==> config.mk <==
export PLATFORM = sky130hd
export DESIGN_NAME = calc_op_sequencer
export DESIGN_NICKNAME = d
export VERILOG_FILES = /design/src/rtl/calc_op_sequencer.sv
export SDC_FILE = /design/constraint.sdc
export NUM_CORES = 1
export LEC_CHECK = 0
export BUFFER_PORTS_ARGS = -buffer_cell sky130_fd_sc_hd__buf_2
export CAP_MARGIN = 20
export CELL_PAD_IN_SITES_DETAIL_PLACEMENT = 0
export CELL_PAD_IN_SITES_GLOBAL_PLACEMENT = 1
export CORE_MARGIN = 2
export CORE_UTILIZATION = 36
export DETAILED_ROUTE_END_ITERATION = 8
export GPL_TIMING_DRIVEN = 0
export PLACE_DENSITY = 0.77
export SETUP_SLACK_MARGIN = 0.05
export SLEW_MARGIN = 0
export SYNTH_ARGS = -nofsm -noshare
export SYNTH_HDL_FRONTEND = slang
export SYNTH_SLANG_ARGS = --single-unit
==> constraint.sdc <==
create_clock -name clk -period 3.35 [get_ports clk]
set_input_delay 0.5025 -clock clk [delete_from_list [all_inputs] [get_ports clk]]
set_output_delay 0.5025 -clock clk [all_outputs]
set_load 0.02 [all_outputs]
==> src/rtl/calc_op_sequencer.sv <==
// Calculator control FSM: collects A / opcode / B via key presses, launches the ALU,
// waits for done (with watchdog) and latches the 16-bit result or an error code.
module calc_op_sequencer #(
  parameter int SYNC_STAGES = 2,
  parameter int TIMEOUT     = 64
) (
  input  logic        clk,
  input  logic        rst_n,
  input  logic        ena,
  input  logic [7:0]  din,
  input  logic        key,
  input  logic        clr,
  output logic        alu_start,
  output logic [2:0]  alu_op,
  output logic [7:0]  alu_a,
  output logic [7:0]  alu_b,
  input  logic        alu_done,
  input  logic [15:0] alu_result,
  input  logic        alu_err,
  output logic [15:0] result,
  output logic [2:0]  state,
  output logic        busy,
  output logic [1:0]  err_code
);

  localparam int CW = $clog2(TIMEOUT) + 1;

  localparam logic [1:0] ERR_NONE    = 2'd0;
  localparam logic [1:0] ERR_ILLEGAL = 2'd1;
  localparam logic [1:0] ERR_DIV0    = 2'd2;
  localparam logic [1:0] ERR_ALU     = 2'd3;

  typedef enum logic [2:0] {
    S_IDLE   = 3'd0,
    S_GET_OP = 3'd1,
    S_GET_B  = 3'd2,
    S_EXEC   = 3'd3,
    S_WAIT   = 3'd4,
    S_SHOW   = 3'd5,
    S_ERR    = 3'd6
  } state_t;

  logic [SYNC_STAGES-1:0] r_sync;
  logic                   r_key_d;
  logic                   r_evt;
  logic                   w_evt;

  state_t      r_state, w_state_nxt;
  logic [7:0]  r_a, w_a_nxt;
  logic [7:0]  r_b, w_b_nxt;
  logic [2:0]  r_op, w_op_nxt;
  logic [15:0] r_res, w_res_nxt;
  logic [1:0]  r_err, w_err_nxt;
  logic [CW-1:0] r_cnt, w_cnt_nxt;

  // Synchronizer, then a registered rising-edge pulse so a held key yields one event.
  always_ff @(posedge clk or negedge rst_n) begin
    if (!rst_n) begin
      r_sync  <= '0;
      r_key_d <= 1'b0;
      r_evt   <= 1'b0;
    end else begin
      r_sync  <= {r_sync[SYNC_STAGES-2:0], key};
      r_key_d <= r_sync[SYNC_STAGES-1];
      r_evt   <= r_sync[SYNC_STAGES-1] & ~r_key_d;
    end
  end

  assign w_evt = r_evt & ena;

  always_ff @(posedge clk or negedge rst_n) begin
    if (!rst_n) begin
      r_state <= S_IDLE;
      r_a     <= '0;
      r_b     <= '0;
      r_op    <= '0;
      r_res   <= '0;
      r_err   <= ERR_NONE;
      r_cnt   <= '0;
    end else begin
      r_state <= w_state_nxt;
      r_a     <= w_a_nxt;
      r_b     <= w_b_nxt;
      r_op    <= w_op_nxt;
      r_res   <= w_res_nxt;
      r_err   <= w_err_nxt;
      r_cnt   <= w_cnt_nxt;
    end
  end

  always_comb begin
    w_state_nxt = r_state;
    w_a_nxt     = r_a;
    w_b_nxt     = r_b;
    w_op_nxt    = r_op;
    w_res_nxt   = r_res;
    w_err_nxt   = r_err;
    w_cnt_nxt   = r_cnt;

    case (r_state)
      S_IDLE: begin
        if (w_evt) begin
          w_a_nxt     = din;
          w_state_nxt = S_GET_OP;
        end
      end
      S_GET_OP: begin
        if (w_evt) begin
          w_op_nxt = din[2:0];
          if (din[2:1] == 2'b11) begin
            w_err_nxt   = ERR_ILLEGAL;
            w_res_nxt   = '0;
            w_state_nxt = S_ERR;
          end else begin
            w_state_nxt = S_GET_B;
          end
        end
      end
      S_GET_B: begin
        if (w_evt) begin
          w_b_nxt = din;
          if ((r_op == 3'd3 || r_op == 3'd4) && din == 8'd0) begin
            w_err_nxt   = ERR_DIV0;
            w_res_nxt   = '0;
            w_state_nxt = S_ERR;
          end else begin
            w_state_nxt = S_EXEC;
          end
        end
      end
      S_EXEC: begin
        w_cnt_nxt   = '0;
        w_state_nxt = S_WAIT;
      end
      S_WAIT: begin
        // A done arriving on the last watchdog cycle still counts.
        if (alu_done) begin
          if (alu_err) begin
            w_err_nxt   = ERR_ALU;
            w_res_nxt   = '0;
            w_state_nxt = S_ERR;
          end else begin
            w_err_nxt   = ERR_NONE;
            w_res_nxt   = alu_result;
            w_state_nxt = S_SHOW;
          end
        end else if (r_cnt == CW'(TIMEOUT - 1)) begin
          w_err_nxt   = ERR_ALU;
          w_res_nxt   = '0;
          w_state_nxt = S_ERR;
        end else begin
          w_cnt_nxt = r_cnt + CW'(1);
        end
      end
      S_SHOW: begin
        w_err_nxt = ERR_NONE;
        if (w_evt) begin
          w_a_nxt     = din;
          w_state_nxt = S_GET_OP;
        end
      end
      S_ERR: begin
        if (w_evt) begin
          w_err_nxt   = ERR_NONE;
          w_state_nxt = S_IDLE;
        end
      end
      default: begin
        w_state_nxt = S_IDLE;
      end
    endcase

    if (clr) begin
      w_state_nxt = S_IDLE;
      w_res_nxt   = '0;
      w_err_nxt   = ERR_NONE;
    end
  end

  assign alu_start = (r_state == S_EXEC);
  assign busy      = (r_state == S_EXEC) || (r_state == S_WAIT);
  assign alu_op    = r_op;
  assign alu_a     = r_a;
  assign alu_b     = r_b;
  assign result    = r_res;
  assign err_code  = r_err;
  assign state     = r_state;

endmodule

==> impl_metrics.json <==
{
  "outcome": "complete, no violations",
  "cp-end-kind": "primary output",
  "grt_max_degree": 36,
  "synth_async_sr_flop_share_pct": 100,
  "total_core_area_sq_mm": 0.00599,
  "report.final.hold_viol_count": 0,
  "power.combinational.fraction_pct": 41.9,
  "power_density_mw_per_mm2": 821,
  "seq_power_share_pct": 39.5,
  "timing.final.crit_share_pct": 69.1,
  "most-common-layout-cells": "74 x sky130_fd_sc_hd__buf_2, 51 x sky130_fd_sc_hd__dfrtp_1, 19 x sky130_fd_sc_hd__mux2_2",
  "antenna_found_initial": 0,
  "dpl.cell_count": 325,
  "global_route.usage.total_pct": 14.5,
  "synth-warning-count": 0,
  "numPortBuffers": 71,
  "p_int_mw": 1.42,
  "nets": 289,
  "postSynthRegisterBits": 51,
  "clk_transition_reported_paths_ns": 0.09,
  "setup-violations-final": 0,
  "power_switching_uw": 908,
  "number_of_global_route_vias_before_repair": 1618,
  "critPathMaxFanout": 10,
  "proportion_of_layout_cells_with_a_drive_suffix_above_1_pct": 44.6,
  "slew-limit-headroom_pct": 51.9,
  "critical_path_launch_point_type": "flop",
  "nets_in_the_synthesized_netlist": 210,
  "gpl.final_weighted_congestion": 0.747,
  "mostFrequentLayoutCell": "sky130_fd_sc_hd__buf_2",
  "count_of_antenna_violating_nets_left_after_detailed_routing": 0,
  "switching_share_pct": 38.9,
  "worstSetupStartpoint": "state[2]",
  "cts-buffers-inserted": 5,
  "remaining_drc_errors": 0,
  "clock_skews_ns": 0.0161,
  "vias": 1671,
  "totalWireLength_um": 4840,
  "slew_viol_final": 0,
  "critical_path.slowest_cell": "sky130_fd_sc_hd__dfrtp_1",
  "synth_enable_flop_cells": 0,
  "synth_top_cell_by_area": "sky130_fd_sc_hd__dfrtp_1",
  "tritoncts": "yes",
  "p_leak_nw": 1.43,
  "critPathKind": "reg -> out",
  "clock_power_share_pct": 18.6,
  "iteration_count_of_the_initial_detailed_routing_pass": 4,
  "globalRoute.totalOverflow": 0,
  "routed_via_density": 5.02,
  "pin_slew_with_the_least_headroom_to_its_limit_ns": 0.717,
  "rr_startpoint": "state[0]",
  "area_added_between_synthesis_and_finish_pct": 26.0,
  "fin_total_pwr_mw": 2.33,
  "cp_cell_sequence": "buf_2, and2b_1, nand2_1, inv_1, buf_2",
  "chipHeight_um": 83.2,
  "synthesized_area_per_cell_sq_um": 12.7,
  "worstSkewPairLatency_ns": 0.31,
  "cp_common_cell": "sky130_fd_sc_hd__buf_2",
  "post-synth-top-area-fraction_pct": 56.6,
  "rsz0062_at_grt": "no",
  "clock-root-buffer": "sky130_fd_sc_hd__clkbuf_8",
  "num_rows": 28,
  "setup.reg_to_reg.worst_slack_ns": 1.30,
  "grt_first_pass_wirelength_um": 8030,
  "worst_hold_path_type": "in -> async",
  "synth.cell_area_sq_mm": 0.00226,
  "yosysUniqueCellTypes": 43,
  "cts_num_sinks": 51,
  "cp_data_required_time_ns": 2.85,
  "max_stage_delay_ns": 0.40,
  "setup_tns_ns": 0,
  "fmaxAchievable_mhz": 432,
  "fin_cells": 333,
  "ys_top_cells_by_area": "sky130_fd_sc_hd__dfrtp_1 57%, sky130_fd_sc_hd__mux2_2 9.5%, sky130_fd_sc_hd__a22o_1 6.2%, sky130_fd_sc_hd__nand2_1 1.8%, sky130_fd_sc_hd__nor2_1 1.8%",
  "place_hpwl_um": 3520,
  "crit_arrival_ns": 1.81,
  "final_core_util_pct": 47.4,
  "ctsLongestPathBuffers": 2,
  "synth_cells": 178,
  "initial_utilization_pct": 37.7,
  "final_period_minus_worst_setup_slack_ns": 2.31,
  "htreeDepth": 2,
  "post_cts.resized_instances": 0,
  "drc_violation_total_after_the_first_tritonroute_iteration": 80,
  "num-fill-cells": 575,
  "chipWidth_um": 83.2,
  "cts_post_setup_buffers_inserted": 0,
  "synth_top_flop_cell": "sky130_fd_sc_hd__dfrtp_1",
  "io_pins": 73,
  "wire_per_inst_um": 14.5,
  "drv_cap": 0,
  "insertedDiodeCount": 0,
  "holdBufCountCts": 0,
  "yosysSeqAreaShare_pct": 56.6,
  "design.die.area_sq_mm": 0.00692,
  "max-vdd-ir-drop_v": 0.000347
}
-- state kept, by name (all words and copies together), names as in the netlist --
name / flops
alu_a: 8
err_code: 2
r_sync: 2
alu_b: 8
r_evt: 1
alu_op: 3
result: 16
r_cnt: 7
r_key_d: 1
state: 3
-- metrics by stage --
| step | instance area (sq um) | hold slack [ns] | setup WS, ns |
|---|---|---|---|
| 2_1_floorplan | 2260 | 0.207 | 1.49 |
| 3_3_place_gp | 2710 | 0.333 | 1.09 |
| 3_5_place_dp | 2730 | 0.336 | 1.10 |
| 4_1_cts | 2840 | 0.128 | 1.01 |
| 5_1_grt | 2840 | 0.143 | 0.908 |
| 6_report | 2840 | 0.126 | 1.04 |
-- area by class of cell --
type,instances,area [sq um],share of cell area (%)
clock inverter,3,47.5,1.67
buffer,7,45.0,1.59
tap,75,93.8,3.30
clock buffer,5,68.8,2.42
sequential,51,1280,44.9
timing repair buffer,72,375,13.2
multi-input combinational,116,920,32.4
inverter,4,15.0,0.528
-- path summary, 6_finish.rpt --
path | end | cells after the start
max in group asynchronous | alu_b[4] | 2
worst min-delay path | err_code[0] | 1
worst min register to register | r_sync[1] | 0
min in group clk | r_sync[0] | 1
worst max register to register | alu_a[5] | 4
worst max-delay path | alu_start | 5
-- critical path, delay by kind of cell, from the launching register on --
kind	cells	cell delay, ns
buf+inv	3	0.52
flops	1	0.40
simple gates	2	0.60
-- power groups by stage --
stage / combinational, mW / sequential, mW / clock [mW]
2_1_floorplan: 0.506 / 1.10 / 0
3_3_place_gp: 0.977 / 0.931 / 0
3_5_place_dp: 0.989 / 0.931 / 0
4_1_cts: 0.988 / 0.923 / 0.452
5_1_grt: 1.06 / 0.953 / 0.473
6_report: 0.978 / 0.922 / 0.433
-- logic make-up (layout without fill, tap and decap cells) --
logic type               Yosys count  in the layout  synth area share [%]
multiplexers                      22             22                  11.3
flip-flops                        51             51                  56.6
AO/OA/AOI/OAI                     39             39                  14.5
AND/OR/NAND/NOR                   50             50                  12.9
buffers and inverters             11             91                  2.66
adder cells (fa/ha/maj)            1              1                 0.555
XOR/XNOR                           4              4                  1.55
-- cell usage after synthesis (3+ instances only) --
| cell type | number |
|---|---|
| sky130_fd_sc_hd__dfrtp_1 | 51 |
| sky130_fd_sc_hd__mux2_2 | 19 |
| sky130_fd_sc_hd__a22o_1 | 16 |
| sky130_fd_sc_hd__nand2_1 | 11 |
| sky130_fd_sc_hd__nor2_1 | 11 |
| sky130_fd_sc_hd__nand3_1 | 5 |
| sky130_fd_sc_hd__o21ai_0 | 5 |
| sky130_fd_sc_hd__a21oi_1 | 4 |
| sky130_fd_sc_hd__inv_1 | 4 |
| sky130_fd_sc_hd__nand2b_1 | 4 |
| sky130_fd_sc_hd__buf_2 | 3 |
| sky130_fd_sc_hd__nand4_1 | 3 |
| sky130_fd_sc_hd__nor3_1 | 3 |
| sky130_fd_sc_hd__xor2_1 | 3 |
-- routing by layer --
metal	GRT usage (%)	wire length, um	vias to the layer above
met4	4.62	67	0
met5	0	0	-
met3	4.27	304	5
li1	-	-	814
met1	20.1	2310	797
met2	22.0	2160	55
Note: power is estimated with default switching activity, not from simulation.
